`src/rtl/aes_sbox_pkg.sv`:
```
// Composite-field GF((2^4)^2) constants and helpers for the AES S-box.
// DELTA/DELTA_INV are derived at elaboration from a root of the AES polynomial.
package aes_sbox_pkg;

  typedef logic [7:0][7:0] mat8_t;

  localparam logic [3:0] LAMBDA       = 4'hC;
  localparam logic [7:0] AFFINE_C     = 8'h63;
  localparam logic [7:0] INV_AFFINE_C = 8'h05;

  // GF(2^4) multiply modulo x^4+x+1
  function automatic logic [3:0] gf16_mul(input logic [3:0] a, input logic [3:0] b);
    logic [6:0] p;
    p = ({7{b[0]}} & {3'b000, a}) ^ ({7{b[1]}} & {2'b00, a, 1'b0}) ^
        ({7{b[2]}} & {1'b0, a, 2'b00}) ^ ({7{b[3]}} & {a, 3'b000});
    return {p[3] ^ p[6], p[2] ^ p[5] ^ p[6], p[1] ^ p[4] ^ p[5], p[0] ^ p[4]};
  endfunction

  function automatic logic [3:0] gf16_sq(input logic [3:0] a);
    return {a[3], a[1] ^ a[3], a[2], a[0] ^ a[2]};
  endfunction

  // a^14 = a^-1, and maps 0 to 0
  function automatic logic [3:0] gf16_inv(input logic [3:0] a);
    logic [3:0] a2;
    logic [3:0] a4;
    logic [3:0] a8;
    a2 = gf16_sq(a);
    a4 = gf16_sq(a2);
    a8 = gf16_sq(a4);
    return gf16_mul(gf16_mul(a8, a4), a2);
  endfunction

  function automatic logic [7:0] gf256c_mul(input logic [7:0] a, input logic [7:0] b);
    logic [3:0] hh;
    hh = gf16_mul(a[7:4], b[7:4]);
    return {hh ^ gf16_mul(a[7:4], b[3:0]) ^ gf16_mul(a[3:0], b[7:4]),
            gf16_mul(LAMBDA, hh) ^ gf16_mul(a[3:0], b[3:0])};
  endfunction

  function automatic logic [7:0] mat_vec(input mat8_t m, input logic [7:0] x);
    logic [7:0] y;
    y = 8'h00;
    for (int i = 0; i < 8; i++) begin
      y[i] = ^(m[i] & x);
    end
    return y;
  endfunction

  function automatic logic [7:0] affine_fwd(input logic [7:0] a);
    return a ^ {a[3:0], a[7:4]} ^ {a[4:0], a[7:5]} ^ {a[5:0], a[7:6]} ^
           {a[6:0], a[7]} ^ AFFINE_C;
  endfunction

  function automatic logic [7:0] affine_inv(input logic [7:0] y);
    return {y[1:0], y[7:2]} ^ {y[4:0], y[7:5]} ^ {y[6:0], y[7]} ^ INV_AFFINE_C;
  endfunction

  // Column k of delta is g^k, where g is a composite-field root of x^8+x^4+x^3+x+1
  function automatic mat8_t gen_delta();
    logic [8:0][7:0] pw;
    mat8_t           m;
    logic            found;
    m     = '0;
    pw    = '0;
    found = 1'b0;
    for (int c = 2; c < 256; c++) begin
      if (!found) begin
        pw[0] = 8'h01;
        for (int k = 1; k < 9; k++) begin
          pw[k] = gf256c_mul(pw[k-1], c[7:0]);
        end
        if ((pw[8] ^ pw[4] ^ pw[3] ^ pw[1] ^ pw[0]) == 8'h00) begin
          found = 1'b1;
          for (int i = 0; i < 8; i++) begin
            for (int k = 0; k < 8; k++) begin
              m[i][k] = pw[k][i];
            end
          end
        end
      end
    end
    return m;
  endfunction

  function automatic mat8_t gen_delta_inv(input mat8_t m);
    mat8_t      inv;
    logic [7:0] v;
    inv = '0;
    for (int b = 0; b < 256; b++) begin
      v = mat_vec(m, b[7:0]);
      for (int j = 0; j < 8; j++) begin
        if (v == (8'h01 << j)) begin
          for (int i = 0; i < 8; i++) begin
            inv[i][j] = b[i];
          end
        end
      end
    end
    return inv;
  endfunction

  localparam mat8_t DELTA     = gen_delta();
  localparam mat8_t DELTA_INV = gen_delta_inv(DELTA);

endpackage

```
`src/rtl/aes_gf256_inv_composite.sv`:
```
// Combinational GF((2^4)^2) inverse, split at d^-1 so the caller may register the
// midpoint {ah, ah^al, d^-1}; o_y is computed from i_mid.
module aes_gf256_inv_composite
  import aes_sbox_pkg::*;
(
  input  logic [7:0]  i_x,
  output logic [11:0] o_mid,
  input  logic [11:0] i_mid,
  output logic [7:0]  o_y
);

  logic [3:0] w_ah;
  logic [3:0] w_al;
  logic [3:0] w_d;

  assign w_ah = i_x[7:4];
  assign w_al = i_x[3:0];

  // Norm of ah*y+al; zero input gives d=0 and hence a zero inverse
  assign w_d   = gf16_mul(LAMBDA, gf16_sq(w_ah)) ^ gf16_mul(w_ah, w_al) ^ gf16_sq(w_al);
  assign o_mid = {w_ah, w_ah ^ w_al, gf16_inv(w_d)};

  assign o_y = {gf16_mul(i_mid[11:8], i_mid[3:0]), gf16_mul(i_mid[7:4], i_mid[3:0])};

endmodule

```
`src/rtl/aes_sbox_composite.sv`:
```
// Shared forward/inverse AES S-box via one composite-field inverter.
// Define SBOX_PIPE_EN to register the inverter midpoint (2-clk latency).
module aes_sbox_composite
  import aes_sbox_pkg::*;
(
  input  logic       i_clk,
  input  logic       i_rst,
  input  logic       i_enc_dec,
  input  logic       i_valid_in,
  input  logic [7:0] i_data_in,
  output logic       o_valid_out,
  output logic [7:0] o_data_out
);

  logic [7:0]  w_pre;
  logic [7:0]  w_iso;
  logic [11:0] w_mid_d;
  logic [11:0] w_mid_q;
  logic [7:0]  w_inv;
  logic [7:0]  w_post;
  logic [7:0]  w_out;
  logic        w_enc_q;
  logic        w_vld_q;
  logic [7:0]  r_data;
  logic        r_valid;

  // Decrypt undoes the affine step before entering the composite field
  always_comb begin
    w_pre = i_data_in;
    if (i_enc_dec) begin
      w_pre = i_data_in;
    end else begin
      w_pre = affine_inv(i_data_in);
    end
  end

  assign w_iso = mat_vec(DELTA, w_pre);

  aes_gf256_inv_composite u_inv (
    .i_x   (w_iso),
    .o_mid (w_mid_d),
    .i_mid (w_mid_q),
    .o_y   (w_inv)
  );

  assign w_post = mat_vec(DELTA_INV, w_inv);

  // Encrypt applies the affine step after leaving the composite field
  always_comb begin
    w_out = w_post;
    if (w_enc_q) begin
      w_out = affine_fwd(w_post);
    end else begin
      w_out = w_post;
    end
  end

`ifdef SBOX_PIPE_EN
  logic [11:0] r_mid;
  logic        r_enc_p;
  logic        r_vld_p;

  // Midpoint stage: the direction bit travels with its own byte
  always_ff @(posedge i_clk) begin
    if (i_rst) begin
      r_mid   <= 12'h000;
      r_enc_p <= 1'b0;
      r_vld_p <= 1'b0;
    end else begin
      r_vld_p <= i_valid_in;
      if (i_valid_in) begin
        r_mid   <= w_mid_d;
        r_enc_p <= i_enc_dec;
      end
    end
  end

  assign w_mid_q = r_mid;
  assign w_enc_q = r_enc_p;
  assign w_vld_q = r_vld_p;
`else
  assign w_mid_q = w_mid_d;
  assign w_enc_q = i_enc_dec;
  assign w_vld_q = i_valid_in;
`endif

  // Output register holds its value across idle cycles
  always_ff @(posedge i_clk) begin
    if (i_rst) begin
      r_data  <= 8'h00;
      r_valid <= 1'b0;
    end else begin
      r_valid <= w_vld_q;
      if (w_vld_q) begin
        r_data <= w_out;
      end
    end
  end

  assign o_valid_out = r_valid;
  assign o_data_out  = r_data;

endmodule

```
`config.mk`:
```
export PLATFORM = sky130hd
export DESIGN_NAME = aes_sbox_composite
export DESIGN_NICKNAME = d
export VERILOG_FILES = /design/src/rtl/aes_sbox_pkg.sv /design/src/rtl/aes_gf256_inv_composite.sv /design/src/rtl/aes_sbox_composite.sv
export SDC_FILE = /design/constraint.sdc
export NUM_CORES = 1
export LEC_CHECK = 0
export CAP_MARGIN = 20
export CORE_MARGIN = 1
export CORE_UTILIZATION = 54
export CTS_BUF_LIST = sky130_fd_sc_hd__clkbuf_16
export DETAILED_ROUTE_END_ITERATION = 8
export PLACE_DENSITY = 0.74
export SLEW_MARGIN = 10
export SYNTH_ARGS = -nofsm -noshare
export SYNTH_HDL_FRONTEND = slang
export SYNTH_SLANG_ARGS = --single-unit
```
`constraint.sdc`:
```
create_clock -name i_clk -period 15.8 [get_ports i_clk]
set_clock_uncertainty 0.05 [all_clocks]
set_input_delay 3.16 -clock i_clk [delete_from_list [all_inputs] [get_ports i_clk]]
set_output_delay 3.16 -clock i_clk [all_outputs]
set_load 0.03 [all_outputs]
```
==> key figures, run 1 <==
Die
  • I/O Pins: 21
  • Die width: 80.6 um
  • Die height: 80.6 um
  • Starting Density: 0.561
  • Die area: 6500 sq um
  • Core Rows: 28
  • Core box area: 5960 sq um

Critical path
  • CP Data Arrival Time: 12.09 ns
  • CP Launch Type: input pin
  • CP Max Fanout: 15
  • Max incr delay on CP: 0.63 ns
  • Slowest cell on crit path: clkdlybuf4s50_1
  • Critical Setup Path Class: input pin to register
  • CP most frequent cell: xnor2_1
  • Crit path capture type: register
  • Worst endpoint required time: 15.85 ns

Finish
  • Commonest non-fill, non-tap cell in the layout: xnor2_1
  • Ant diodes: 0
  • Area Growth Syn to Fin: 8.17%
  • Most frequent cells in the layout: xnor2_1, nand2_1, nor2_1
  • Nets@finish: 427
  • Share of cells above drive strength 1: 0.119

Synth
  • Mean post-synth cell area: 8.32 sq um
  • Mapped Cells: 401
  • Syn_nets: 423
  • Yosys top cell area share: 0.136
  • Asr flop ratio synth: 0
  • Synth top area cells: xnor2_1, xnor3_1, mux2i_1
  • Leading area contributor after synthesis: xnor2_1
  • Post-synth top flop: dfxtp_1
  • Synth Cell Area: 3340 sq um
  • Sequential area share after synthesis: 0.0540
  • Post-synth EDFFs: 0
  • Yosys warnings: 0
  • Synth cell types: 69
  • Seq cells post-synth: 9

Global routing
  • First-pass GRT wire length: 12.0 mm
  • Largest net degree at the start of global routing: 32
  • GRT Total Usage: 0.230
  • Grt met1 use: 0.318
  • Most Used Layer, Global Route: met2
  • Vias in the first global route: 2,572
  • GR Overflow Total: 0
  • Global Route met3 Usage: 0.00795
  • GR met2 Demand/Resource: 0.403
  • Initial antenna violation count: 0

STA
  • Final worst slack: 3.76 ns
  • RSZ-0062 raised after global routing: no
  • Tmin final: 12.04 ns
  • Final setup fails: 0
  • Worst Tran Pin Value: 0.881 ns
  • Final Max Tran Viols: 0
  • Final TNS setup: 0 ns
  • Fmax achieved: 83.0 MHz
  • Final worst-path cycle share: 0.762
  • Rel. slew slack: 0.409
  • Final Hold Viols: 0

Clocking
  • Clock sink count: 9
  • CTS tree: built
  • CTS Hold Bufs: 0
  • CTS clock-pin slew for the worst setup and hold paths: 0.04 ns
  • Postcts setup bufs: 0
  • CTS Buffer Depth: 2
  • Root Buffer: clkbuf_16
  • Clk_lat worst skew: 0.23 ns
  • Htree depth: 1
  • Post-CTS Resized: 0
  • Clock buffer count from CTS: 3

Route
  • Drt via density: 5.87
  • Routed Antenna Nets: 0
  • Via count: 2,811
  • WL/cell: 14.9 um
  • DRC: 0
  • Iter 0 DRT Violations: 129
  • Final WL: 7.16 mm
  • First-pass DRT Iterations: 4

Placement
  • Port Buf Inserts: 20
  • Worst slack, placed: 3.56 ns
  • Post-DP HPWL: 5.52 mm
  • GP Congestion: 0.883

Job
  • Number of max-cap violations: 0

Worst hold path
  • Worst Hold Class: register to register

Outcome
  • Status: finished clean
synth_stat cells (5+ instances only):
| cell type | n |
|---|---|
| ha_1 | 10 |
| o211ai_1 | 5 |
| a211oi_1 | 10 |
| buf_2 | 11 |
| o21ai_0 | 13 |
| nand3_1 | 13 |
| nor2_1 | 33 |
| xor2_1 | 22 |
| dfxtp_1 | 9 |
| inv_1 | 13 |
| a21oi_1 | 13 |
| nor3_1 | 6 |
| o21a_1 | 6 |
| xnor2_1 | 52 |
| xor2_2 | 5 |
| xnor3_1 | 12 |
| o21ai_1 | 7 |
| xnor2_2 | 10 |
| nand4_1 | 5 |
| clkbuf_1 | 8 |
| nand2_1 | 37 |
| mux2i_1 | 20 |
sequential cells by signal, summed over array words and instances, names as in the netlist:
register and count:
o_data_out 8, o_valid_out 1
routing by layer:
layer  up-vias  share of wire
met5         -              0
met2        58           0.49
li1       1428              -
met4         0         0.0050
met3         4          0.027
met1      1321           0.48
critical path, delay by kind of cell:
family | cells | cell delay, ns
AOI/OAI and AO/OA | 8 | 2.08
adders and majority gates | 4 | 1.48
muxes | 1 | 0.24
and+or+nand+nor | 8 | 1.55
xor gates and xnor gates | 11 | 2.70
buffers and inverters | 3 | 0.86
path summary, 6_finish.rpt:
check / startpoint / to / slack [ns] / cells past startpoint
max: i_data_in[2] / o_data_out[1]$_SDFFE_PP0P_ / 3.76 / 35
min: o_data_out[6]$_SDFFE_PP0P_ / o_data_out[6]$_SDFFE_PP0P_ / 0.40 / 2
max reg2reg: o_data_out[1]$_SDFFE_PP0P_ / o_data_out[1]$_SDFFE_PP0P_ / 14.91 / 3
min reg2reg: o_data_out[6]$_SDFFE_PP0P_ / o_data_out[6]$_SDFFE_PP0P_ / 0.40 / 2
through the flow:
stage	area [sq um]	hold WS, ns	std cells	utilization
final	3610	0.405	479	0.606
after global routing	3610	0.437	479	0.606
after CTS	3610	0.403	479	0.606
after detailed placement	3530	0.391	475	0.593
after global placement	3530	0.387	475	0.593
after floorplan	3340	0.518	401	-
cell families after synthesis:
family,synth area share
buffers and inverters,0.0525
and+or+nand+nor,0.188
AOI/OAI and AO/OA,0.195
DFF,0.0540
xor gates and xnor gates,0.394
adders and majority gates,0.0375
muxes,0.0802
layout make-up:
cell class / count / area, sq um
inverter: 14 / 52.6
tap: 75 / 93.8
sequential: 9 / 180
clock buffer: 3 / 75.1
multi-input combinational: 354 / 2980
fill: 543 / 2340
clock inverter: 1 / 3.75
timing repair buffer: 23 / 223
Power of run 1 is not shown: default switching activity piles up to over one toggle a cycle in this logic, so the estimate is an artifact.
==> inputs of run 2 (changes only) <==
- PLACE_DENSITY: 0.74 -> 0.77
- clock period: 15.8 -> 10.7 ns (I/O delays scaled with it)
==> run 2 against run 1 <==
Global-route usage up 0.28 points. Critical path depth down 3. Highest routed layer unchanged. First-iteration DRC count down 12%. Non-clock buffer count up 9. Final cell count up 1.9%. Critical path type unchanged. Core utilization up 2.4 points. Largest cell class unchanged. Hold slack worse by 0.013 ns.
==> key figures, run 2 (same netlist as run 1, synthesis figures left out) <==
Outcome
  • Status: finished clean

Clocking
  • Htree depth: 1
  • Clock buffer count from CTS: 3
  • CTS clock-pin slew for the worst setup and hold paths: 0.04 ns
  • CTS Hold Bufs: 0
  • Clock sink count: 9
  • Root Buffer: clkbuf_16
  • CTS tree: built
  • CTS Buffer Depth: 2
  • Clk_lat worst skew: 0.23 ns

Placement
  • Post-DP HPWL: 5.74 mm
  • Worst slack, placed: 0.0272 ns
  • GP Congestion: 0.896
  • Port Buf Inserts: 20
  • Area after DPL: 3590 sq um

Finish
  • Share of cells above drive strength 1: 0.160
  • Footprint of the multi-input gates: 3040 sq um
  • Ant diodes: 0
  • Post-route design area: 3750 sq um
  • Commonest non-fill, non-tap cell in the layout: xnor2_1
  • Max FFs per register: 8
  • Most frequent cells in the layout: xnor2_1, nand2_1, nor2_1
  • Fill count: 519
  • Register area: 180 sq um
  • Nets@finish: 436
  • Area Growth Syn to Fin: 12.4%

Critical path
  • CP Data Arrival Time: 10.22 ns
  • Crit path capture type: register
  • Critical Setup Path Class: input pin to register
  • CP Launch Type: input pin
  • CP Max Fanout: 19
  • Worst endpoint required time: 10.79 ns
  • CP most frequent cell: xnor2_2
  • Worst reg2reg path depth: 3
  • Slowest cell on crit path: xor3_2
  • Max incr delay on CP: 0.62 ns

STA
  • Worst Tran Pin Value: 1.02 ns
  • Final Max Tran Viols: 0
  • Tmin final: 10.13 ns
  • Final setup fails: 0
  • Fmax achieved: 98.7 MHz
  • Final worst slack: 0.571 ns
  • Final Hold Viols: 0
  • Final worst-path cycle share: 0.947
  • Rel. slew slack: 0.315

Route
  • Iter 0 DRT Violations: 114
  • WL/cell: 15.2 um
  • DRC: 0
  • First-pass DRT Iterations: 4
  • Final WL: 7.40 mm
  • Drt via density: 5.97
  • Via count: 2,911
  • Routed Antenna Nets: 0

Die
  • Die width: 80.6 um
  • Core box area: 5960 sq um
  • Core Rows: 28
  • Starting Density: 0.561
  • I/O Pins: 21
  • Die height: 80.6 um
  • Die area: 6500 sq um

Global routing
  • Initial antenna violation count: 0
  • Vias in the first global route: 2,617
  • GRT Total Usage: 0.233
  • Largest net degree at the start of global routing: 20
  • GR Overflow Total: 0
  • First-pass GRT wire length: 12.2 mm

Job
  • Number of max-cap violations: 0

Worst hold path
  • Hold Path Stages: 2
  • Worst Hold Class: register to register
[run 2: cell types whose count changed in the layout (fill, tap and decap cells not counted), moves of 4 or more]
| cell | change |
|---|---|
| dlymetal6s2s_1 | +4 |
| buf_4 | +9 |
| xnor2_1 | -5 |
| xnor2_2 | +5 |
| clkdlybuf4s50_1 | -4 |
[run 2: area by class of cell]
| type | instances | area share |
|---|---|---|
| Clock buffer | 3 | 0.0200 |
| Inverter | 14 | 0.0150 |
| Timing Repair Buffer | 32 | 0.0800 |
| Multi-Input combinational cell | 354 | 0.811 |
| Sequential cell | 9 | 0.0480 |
| Clock inverter | 1 | 0.00100 |
| Tap cell | 75 | 0.0250 |
[run 2: critical path: cells and delay by family]
kind                       cells  cell delay, ns
AOI/OAI and AO/OA              8            1.73
xor gates and xnor gates       9            2.44
adders and majority gates      3            1.01
buffers and inverters          5            1.45
muxes                          1            0.22
and+or+nand+nor                6            1.18
[run 2: through the flow]
stage,hold WS (ns),setup TNS [ns],instances,utilization
floorplan,0.518,0,401,-
global placement,0.385,0,483,0.603
detailed placement,0.392,0,483,0.603
CTS,0.395,0,487,0.616
global route,0.414,-0.0124,488,0.630
finish,0.392,0,488,0.630
[run 2: worst paths after layout]
| check | slack [ns] | endpoint | startpoint |
|---|---|---|---|
| hold / removal | 0.39 | o_data_out[6]$_SDFFE_PP0P_ | o_data_out[6]$_SDFFE_PP0P_ |
| setup reg to reg | 9.78 | o_data_out[1]$_SDFFE_PP0P_ | o_data_out[1]$_SDFFE_PP0P_ |
| hold reg to reg | 0.39 | o_data_out[6]$_SDFFE_PP0P_ | o_data_out[6]$_SDFFE_PP0P_ |
| setup / recovery | 0.57 | o_data_out[1]$_SDFFE_PP0P_ | i_enc_dec |
[run 2: what timing repair did]
action | 4_1_cts | 5_1_grt
endpoints found under the setup margin | 0 | 7
gates resized for setup | 0 | 14
buffers inserted | 0 | 1
[run 2: per-layer routing]
metal | global-route usage | share of wire
met1 | 0.300 | 0.45
met2 | 0.431 | 0.50
met3 | 0.0136 | 0.046
met4 | 0.0321 | 0.0059
met5 | 0 | 0
Power of run 2 is left out for the same reason.
==> inputs of run 3 (changes only) <==
- CTS_CLUSTER_SIZE: not set -> 14
- GPL_ROUTABILITY_DRIVEN: not set -> 1
==> results of run 3 <==
The final DEF is identical to that of run 2; final timing and power are the same.
Power of run 3 is left out for the same reason.
